--- src/rtl/digit_display_renderer.sv ---
// Multi-digit numeric overlay: double-dabble BCD conversion, frame-synchronous
// digit commit, and a 2-stage pixel pipeline rendering 8x16 glyphs in RGB222.
module digit_display_renderer #(
  parameter int unsigned NUM_DIGITS = 3,
  parameter int unsigned VALUE_W    = 10,
  parameter int unsigned X0         = 16,
  parameter int unsigned Y0         = 16,
  parameter logic [5:0]  FG         = 6'b000000,
  parameter logic [5:0]  BG         = 6'b111111,
  parameter bit          LZB        = 1'b1
) (
  input  logic               clk,
  input  logic               reset,
  input  logic [VALUE_W-1:0] value,
  input  logic               value_valid,
  input  logic               frame_start,
  input  logic [9:0]         hcount,
  input  logic [9:0]         vcount,
  output logic [5:0]         pixel_color,
  output logic               pixel_active,
  output logic               busy,
  output logic               overflow
);

  localparam int unsigned BCD_W   = 4 * NUM_DIGITS;
  localparam int unsigned CNT_W   = (VALUE_W > 1) ? $clog2(VALUE_W) : 1;
  localparam int unsigned MAX_VAL = (10 ** NUM_DIGITS) - 1;
  localparam int unsigned X1      = X0 + 8 * NUM_DIGITS;
  localparam int unsigned Y1      = Y0 + 16;

  typedef enum logic [1:0] {S_IDLE, S_LOAD, S_SHIFT, S_DONE} state_t;

  state_t             state;
  logic [VALUE_W-1:0] pend_val;
  logic [VALUE_W-1:0] conv_bin;
  logic               pending;
  logic               ovf_pend;
  logic               ovf_ready;
  logic               ready;
  logic [BCD_W-1:0]   conv_bcd;
  logic [BCD_W-1:0]   adj_bcd;
  logic [BCD_W-1:0]   ready_bcd;
  logic [BCD_W-1:0]   display_bcd;
  logic [CNT_W-1:0]   shift_cnt;

  logic [NUM_DIGITS-1:0] blank;
  logic                  lead;
  logic [9:0]            dx;
  logic [3:0]            dy;
  logic                  in_field;
  logic [3:0]            sel_digit;
  logic                  sel_blank;

  logic       s1_active;
  logic       s1_blank;
  logic [3:0] s1_digit;
  logic [2:0] s1_col;
  logic [3:0] s1_row;

  // Glyph ROM: digit 1 is a stem with flag and base; others are two-pixel-wide segments
  function automatic logic glyph_bit(input logic [3:0] d, input logic [2:0] c,
                                     input logic [3:0] r);
    logic [6:0] seg;
    logic top, mid, bot, upper, lower, lft, rgt, hz;
    top   = (r == 4'd1)  || (r == 4'd2);
    mid   = (r == 4'd7)  || (r == 4'd8);
    bot   = (r == 4'd13) || (r == 4'd14);
    upper = (r >= 4'd1)  && (r <= 4'd8);
    lower = (r >= 4'd7)  && (r <= 4'd14);
    lft   = (c <= 3'd1);
    rgt   = (c == 3'd5)  || (c == 3'd6);
    hz    = (c <= 3'd6);
    case (d)
      4'd0:    seg = 7'b1111110;
      4'd2:    seg = 7'b1101101;
      4'd3:    seg = 7'b1111001;
      4'd4:    seg = 7'b0110011;
      4'd5:    seg = 7'b1011011;
      4'd6:    seg = 7'b1011111;
      4'd7:    seg = 7'b1110000;
      4'd8:    seg = 7'b1111111;
      4'd9:    seg = 7'b1111011;
      default: seg = 7'b0000000;
    endcase
    if (d == 4'd1) begin
      return ((r >= 4'd1) && (r <= 4'd13) && ((c == 3'd3) || (c == 3'd4))) ||
             ((r == 4'd2) && (c == 3'd2)) ||
             ((r == 4'd14) && hz);
    end
    return (seg[6] && top && hz)   || (seg[5] && upper && rgt) ||
           (seg[4] && lower && rgt) || (seg[3] && bot && hz)   ||
           (seg[2] && lower && lft) || (seg[1] && upper && lft) ||
           (seg[0] && mid && hz);
  endfunction

  // Latest strobed value wins; LOAD consumes it unless a fresh strobe arrives
  always_ff @(posedge clk) begin
    if (reset) begin
      pending  <= 1'b0;
      pend_val <= '0;
    end else if (value_valid) begin
      pending  <= 1'b1;
      pend_val <= value;
    end else if (state == S_LOAD) begin
      pending  <= 1'b0;
    end
  end

  // Add-3 correction on every BCD nibble of 5 or more before each shift
  always_comb begin
    adj_bcd = conv_bcd;
    for (int i = 0; i < int'(NUM_DIGITS); i++) begin
      if (adj_bcd[4*i +: 4] >= 4'd5) adj_bcd[4*i +: 4] = adj_bcd[4*i +: 4] + 4'd3;
    end
  end

  // Converter FSM; result parks in the ready register until a frame start
  always_ff @(posedge clk) begin
    if (reset) begin
      state     <= S_IDLE;
      busy      <= 1'b0;
      conv_bin  <= '0;
      conv_bcd  <= '0;
      shift_cnt <= '0;
      ovf_pend  <= 1'b0;
      ovf_ready <= 1'b0;
      ready_bcd <= '0;
      ready     <= 1'b0;
    end else begin
      unique case (state)
        S_IDLE: begin
          if (pending || value_valid) begin
            state <= S_LOAD;
            busy  <= 1'b1;
          end
        end
        S_LOAD: begin
          conv_bin  <= pend_val;
          shift_cnt <= CNT_W'(VALUE_W - 1);
          if (64'(pend_val) > 64'(MAX_VAL)) begin
            conv_bcd <= {NUM_DIGITS{4'h9}};
            ovf_pend <= 1'b1;
            state    <= S_DONE;
          end else begin
            conv_bcd <= '0;
            ovf_pend <= 1'b0;
            state    <= S_SHIFT;
          end
        end
        S_SHIFT: begin
          conv_bcd <= {adj_bcd[BCD_W-2:0], conv_bin[VALUE_W-1]};
          conv_bin <= conv_bin << 1;
          if (shift_cnt == '0) state <= S_DONE;
          else shift_cnt <= shift_cnt - 1'b1;
        end
        S_DONE: begin
          ready_bcd <= conv_bcd;
          ovf_ready <= ovf_pend;
          state     <= S_IDLE;
          busy      <= 1'b0;
        end
        default: begin
          state <= S_IDLE;
          busy  <= 1'b0;
        end
      endcase
      if (state == S_DONE) ready <= 1'b1;
      else if (frame_start) ready <= 1'b0;
    end
  end

  // Commit converted digits only at frame start so a frame never tears
  always_ff @(posedge clk) begin
    if (reset) begin
      display_bcd <= '0;
      overflow    <= 1'b0;
    end else if (frame_start && ready) begin
      display_bcd <= ready_bcd;
      overflow    <= ovf_ready;
    end
  end

  // Leading-zero mask, most significant digit first; last digit never blanked
  always_comb begin
    lead  = LZB;
    blank = '0;
    for (int i = 0; i < int'(NUM_DIGITS); i++) begin
      lead     = lead && (display_bcd[4*(int'(NUM_DIGITS)-1-i) +: 4] == 4'd0);
      blank[i] = lead && (i != int'(NUM_DIGITS) - 1);
    end
  end

  // Field decode and digit select for the current scan position
  always_comb begin
    dx        = hcount - 10'(X0);
    dy        = vcount[3:0] - 4'(Y0);
    in_field  = ({1'b0, hcount} >= 11'(X0)) && ({1'b0, hcount} < 11'(X1)) &&
                ({1'b0, vcount} >= 11'(Y0)) && ({1'b0, vcount} < 11'(Y1));
    sel_digit = 4'd0;
    sel_blank = 1'b0;
    for (int i = 0; i < int'(NUM_DIGITS); i++) begin
      if (dx[9:3] == 7'(i)) begin
        sel_digit = display_bcd[4*(int'(NUM_DIGITS)-1-i) +: 4];
        sel_blank = blank[i];
      end
    end
  end

  // Pixel stage 1: register decode results and glyph coordinates
  always_ff @(posedge clk) begin
    if (reset) begin
      s1_active <= 1'b0;
      s1_blank  <= 1'b0;
      s1_digit  <= '0;
      s1_col    <= '0;
      s1_row    <= '0;
    end else begin
      s1_active <= in_field;
      s1_blank  <= sel_blank;
      s1_digit  <= sel_digit;
      s1_col    <= dx[2:0];
      s1_row    <= dy;
    end
  end

  // Pixel stage 2: glyph lookup and colour select
  always_ff @(posedge clk) begin
    if (reset) begin
      pixel_color  <= BG;
      pixel_active <= 1'b0;
    end else begin
      pixel_active <= s1_active;
      pixel_color  <= (s1_active && !s1_blank && glyph_bit(s1_digit, s1_col, s1_row)) ? FG : BG;
    end
  end

endmodule

--- config.mk ---
export PLATFORM = sky130hd
export DESIGN_NAME = digit_display_renderer
export DESIGN_NICKNAME = d
export VERILOG_FILES = /design/src/rtl/digit_display_renderer.sv
export SDC_FILE = /design/constraint.sdc
export NUM_CORES = 1
export LEC_CHECK = 0
export ABC_AREA = 1
export BUFFER_PORTS_ARGS = -buffer_cell sky130_fd_sc_hd__buf_2
export CELL_PAD_IN_SITES_DETAIL_PLACEMENT = 1
export CELL_PAD_IN_SITES_GLOBAL_PLACEMENT = 1
export CORE_ASPECT_RATIO = 1.1
export CORE_MARGIN = 2
export CORE_UTILIZATION = 47
export DETAILED_ROUTE_END_ITERATION = 16
export HOLD_SLACK_MARGIN = 0.12
export PLACE_DENSITY_LB_ADDON = 0.1
export SETUP_SLACK_MARGIN = 0.15
export SLEW_MARGIN = 20
export SYNTH_ARGS = -nofsm -noshare
export SYNTH_HDL_FRONTEND = slang
export SYNTH_SLANG_ARGS = --single-unit
export TNS_END_PERCENT = 50
--- constraint.sdc ---
create_clock -name clk -period 3.3 [get_ports clk]
set_input_delay 0.165 -clock clk [delete_from_list [all_inputs] [get_ports clk]]
set_output_delay 0.165 -clock clk [all_outputs]
set_load 0.01 [all_outputs]
Word level (Yosys, flattened, before mapping):

Memory sizes are Yosys's and may differ from the RTL's. A register that Yosys moved wholly into a read port is not among the register bits.
Cells that the tools add are included.

* logic and storage cells: 148
* memories: 1
* bits of input ports: 34
* register bits after elaboration: 88
* output and inout bits: 9
* memory bits (read-only): 112

Memory list
* (name not given): words 16, width 7, read ports 1, clocked after memory_dff 1, wr ports 0, line 73 `case (d)`

* order comparisons: 15
* eq/ne operators: 20
* add/subtract/negate cells: 5
* mux-type cells: 32
* reductions and logical operators: 55

Operator list (number)
* $mux 4: 7
* $logic_and 1x1->1: 27
* $pmux 12 s2: 1
* $ge 10x5->1 const B: 2
* $lt 10x6->1 const B: 2
* $pmux 10 s2: 1
* $ge 4x3->1 const B: 4
* $logic_or 1x1->1: 14
* $mux 1: 14
* $eq 4x4->1 const B: 3
* $le 4x4->1 const B: 3
* $logic_not 4->1: 3
* $mux 12: 1
* $gt 10x10->1 const B: 1
* $sub 10x5->10 const B: 1
* $eq 3x3->1 const B: 3
* $add 4x2->4 const B: 2
* $eq 4x1->1 const B: 2
* $pmux 2 s4: 1
* $pmux 4 s2: 1
* $reduce_bool 2->1: 4
* $eq 7x1->1 const B: 1
* $eq 7x2->1 const B: 1
* $logic_not 7->1: 1
* other kinds (20): 27

Depth between registers and ports, before layout:

* depth after elaboration: 14
* depth in mapped cells: 19
* gate-level depth less buffers: 19

Worst setup path before layout:

Ideal clock, no wire load.

* path kind: input port to flip-flop
* start point: in hcount[4]
* end point: reg (tool-made name)
* slack: 1348 ps
* setup time: 113 ps
* stages: 16
* buffers on the path: 0
* data required time: 3187 ps
* arrival time: 1839 ps
* path through: inv_2 -> ha_1 -> inv_1 -> nand2_1 -> nand3_1 -> nor2_2 -> nand3_1 -> nand2_1 -> inv_1 -> nand2_1 -> inv_1 -> ha_1 -> inv_1 -> nand3_1 -> nand3_1 -> nand2_1

RTL lines
* start, declared: line 17 `input logic [9:0] hcount,`

Worst setup path in the final report:

* start point: in vcount[5]
* end point: reg s1_active

* longest elaborated chain between the ends: 3
* elaborated cells on any way between the ends: 4
* those cells by class: order compare (2); reduce/logical (2)

Ends and longest elaborated chain
* start, declared: line 18 `input logic [9:0] vcount,`
* $ge 10x5->1: line 198 `({1'b0, vcount} >= 11'(Y0)) && ({1'b0, vcount} < 11'(Y1));`
* $logic_and 1x1->1: line 197 `in_field = ({1'b0, hcount} >= 11'(X0)) && ({1'b0, hcount} < 11'(X1)) &&`
* $logic_and 1x1->1 (*): line 198
* end signal, assigned: line 218 `s1_active <= in_field;`
* end, declared: line 54 `logic s1_active;`

Every way passes the cells marked *; elsewhere a longest branch is shown, timed or not.
A chain may end at the register's enable or synchronous reset.

==> metrics.md <==
| Metric | Value |
|---|---|
| Max cap viols | `0` |
| Cell Pwr Density | `approximately 630 mW/mm^2` |
| Largest net degree at the start of global routing | `54` |
| Tot GR Track Use | `0.226` |
| Hold EP | `pend_val[6]` |
| Critical setup path kind | `input port to flop` |
| Initial DRC Count | `150` |
| Unrepaired setup endpoints after global routing | `false` |
| Clock-pin slew on the worst setup and hold paths | `0.09 ns` |
| Residual DRC | `0` |
| Reg2Reg Capture Point | `shift_cnt[3]` |
| Max IR drop VDD | `288 uV` |
| Reg2Reg Setup Slack | `around 1.3 ns` |
| Gpl congestion | `0.766` |
| Vias/cell | `~5.2` |
| Vias | `3972` |
| Post-synth top area cell | `dfxtp_1` |
| Total CTS buffers | `9` |
| Global-route wire length before repair | `around 18 mm` |
| Post-synth ARST share | `0` |
| Post-synth EDFFs | `0` |
| Net Sw Power | `1.23 mW` |
| Final ANT Viol Nets | `0` |
| Slew Viols, Final | `0` |
| Sequential power share | `0.444` |
| Clk pwr share | `0.219` |
| Average cell area after synthesis | `7.45 um^2` |
| Hold Vio Cnt, Final | `0` |
| Diodes inserted | `0` |
| Post-DP HPWL | `between 7 and 8 mm` |
| Worst Path Arrival | `about 2.4 ns` |
| Final WL | `10.8 mm` |
| Max Clk Rate | `just under 500 MHz` |
| Number of nets in the layout | `roughly 700` |
| Worst-Margin Slew | `between 0.7 and 0.8 ns` |
| Filler Cells Inserted | `1190` |
| Final TNS setup | `0 ns` |
| Int Power | `approximately 2.0 mW` |
| CTS sink cnt | `90` |
| Layout cells sized above 1 | `0.140` |
| # rows | `36` |
| CP Data Required Time | `3.61 ns` |
| Reg area | `0.00180 mm^2` |
| # port buffers | `42` |
| Post-synthesis net count | `644` |
| Clock Skew | `0.0101 ns` |
| Post-route cell area | `0.00505 mm^2` |
| Switching Fraction | `0.386` |
| Drt wl/cell | `~14 um` |
| Post-CTS setup buffer count | `0` |
| Sequential element share of the synthesized area | `0.410` |
| #FFs+latches synth | `90` |
| Min-delay src | `value_valid` |
| R2R Path Start | `state[0]` |
| Clock root buffer | `clkbuf_8` |
| Gate power share | `0.337` |
| Core area | `0.00896 mm^2` |
| Worst hold slack | `0.179 ns` |
| Multi-input gate area | `0.00214 mm^2` |
| Setup Viol. Count Final | `0` |
| Tmin final | `between 2 and 2.5 ns` |
| Clock buffer depth | `2` |
| # IOs | `43` |
| CTS tree | `done` |
| Hold Crit Class | `input port to flop` |
| Synth Cell Area | `0.00439 mm^2` |
| Top_reg_cell synth | `dfxtp_1` |
| Static leakage | `2.30 nW` |
| Critical Path Fanout Max | `1` |
| Cells after synthesis | `589` |
| H-tree depth | `3` |
| Critical path startpoint category | `input port` |
| Die ar. | `0.0101 mm^2` |
| Fin crit share | `0.629` |
| Status | `finished, final reports clean` |
| Number of global-route vias before repair | `4139` |
| Gr ovfl total | `0` |
| Synth-to-Final Area Change | `15.1%` |
| Die height | `105 um` |
| Yosys cell types | `40` |
| Initial Util | `0.490` |
| Reg2Reg Depth | `9` |
| Die Wd | `96.1 um` |
| Initial antenna violation count | `0` |
| Top post-synthesis cells by area | `dfxtp_1, nand2_1, inv_1` |
| Hold depth | `3` |
| Area fraction of the dominant cell type after synthesis | `0.410` |
| Clk_lat worst skew | `0.37 ns` |
| CP Capture Type | `flop` |
| Area post-placement | `around 0.0047 mm^2` |
| Syn. warnings | `0` |
| Slew margin rel. | `0.497` |
| First-pass DRT Iterations | `4` |
## area by class of cell
| cell class | instances | share of cell area |
|---|---|---|
| inverter | 90 | 0.0679 |
| clock inverter | 5 | 0.00768 |
| clock buffer | 11 | 0.0280 |
| sequential | 90 | 0.357 |
| timing repair buffer | 66 | 0.0877 |
| multi-input combinational | 386 | 0.424 |
| tap | 114 | 0.0282 |
## cell families after synthesis
group / synth area share
AO/OA/AOI/OAI: 0.176
XOR/XNOR: 0.00399
adder cells (fa/ha/maj): 0.0599
buffers and inverters: 0.102
flip-flops: 0.410
AND/OR/NAND/NOR: 0.248
## flip-flops by register name, summed over array words and instances, names as in the netlist, 2 cells and up, named ones only
register	count
conv_bin	10
pend_val	10
s1_digit	4
shift_cnt	4
display_bcd	12
state	2
s1_col	3
conv_bcd	12
s1_row	4
ready_bcd	12
## cells in the final DEF (no fill, tap or decap), types with 4 or more instances in the layout
cell	count
a21oi_1	50
buf_2	42
clkbuf_8	10
clkinvlp_4	4
dfxtp_1	90
dlygate4sd3_1	21
ha_1	21
inv_1	80
inv_2	5
nand2_1	88
nand2_2	4
nand2_4	6
nand3_1	35
nand3b_1	4
nand4_1	7
nor2_1	63
nor2_2	4
nor3_1	5
o211ai_1	17
o21ai_0	54
## timing repair
item / in CTS / in global routing
gates resized for setup: 0 / 0
endpoints found under the hold margin: 19 / 0
hold buffers: 21 / 0
## worst max-delay path by stage
stage,startpoint,to,slack [ns]
after floorplan,hcount[4],flop,1.35
after global placement,hcount[4],flop,1.04
after detailed placement,hcount[4],flop,0.91
after CTS,state[0],shift_cnt[3],1.28
after global routing,hcount[4],flop,1.05
final,vcount[5],s1_active,1.23
## stage by stage
stage | power [mW] | setup slack (ns) | instances | util
after floorplan | 2.17 | 1.35 | 589 | -
after global placement | 2.41 | 1.04 | 725 | 0.520
after detailed placement | 2.48 | 0.909 | 725 | 0.520
after CTS | 3.20 | 1.28 | 762 | 0.563
after global routing | 3.42 | 1.05 | 762 | 0.563
final | 3.18 | 1.23 | 762 | 0.563
## power groups by stage
stage / Combinational (mW) / Clock [mW] / Sequential, mW
6_report: 1.07 / 0.695 / 1.41
5_1_grt: 1.23 / 0.757 / 1.44
4_1_cts: 1.08 / 0.716 / 1.41
3_5_place_dp: 1.04 / 0 / 1.43
3_3_place_gp: 0.986 / 0 / 1.43
2_1_floorplan: 0.774 / 0 / 1.40
## routing by layer
layer / up-vias / global-route usage / wire length, um
met5: - / 0 / 0
met4: 0 / 0.0898 / 224
met3: 19 / 0.0322 / 268
met2: 52 / 0.416 / 5610
met1: 1877 / 0.253 / 4660
li1: 2024 / - / -
## synthesized netlist by cell type, types with 3 or more instances
library cell  count
nor2_1           63
dfxtp_1          90
clkbuf_1         14
nand2_2           4
inv_1            80
nand4_1           7
clkinv_1          3
inv_2             5
o211ai_1         17
ha_1             21
a21oi_1          50
nand2_1          88
buf_1             4
nand2_4           6
nand3b_1          4
o21ai_0          54
nand3_1          35
buf_4             5
nor2_2            4
nor3_1            5
## worst max-delay path: stages
cell,delay [ns]
dlygate4sd3_1,0.53
buf_2,0.12
nand3b_1,0.13
dlygate4sd3_1,0.57
nor4_1,0.29
dlygate4sd3_1,0.58
No activity file was read; power rests on OpenSTA's default activity.
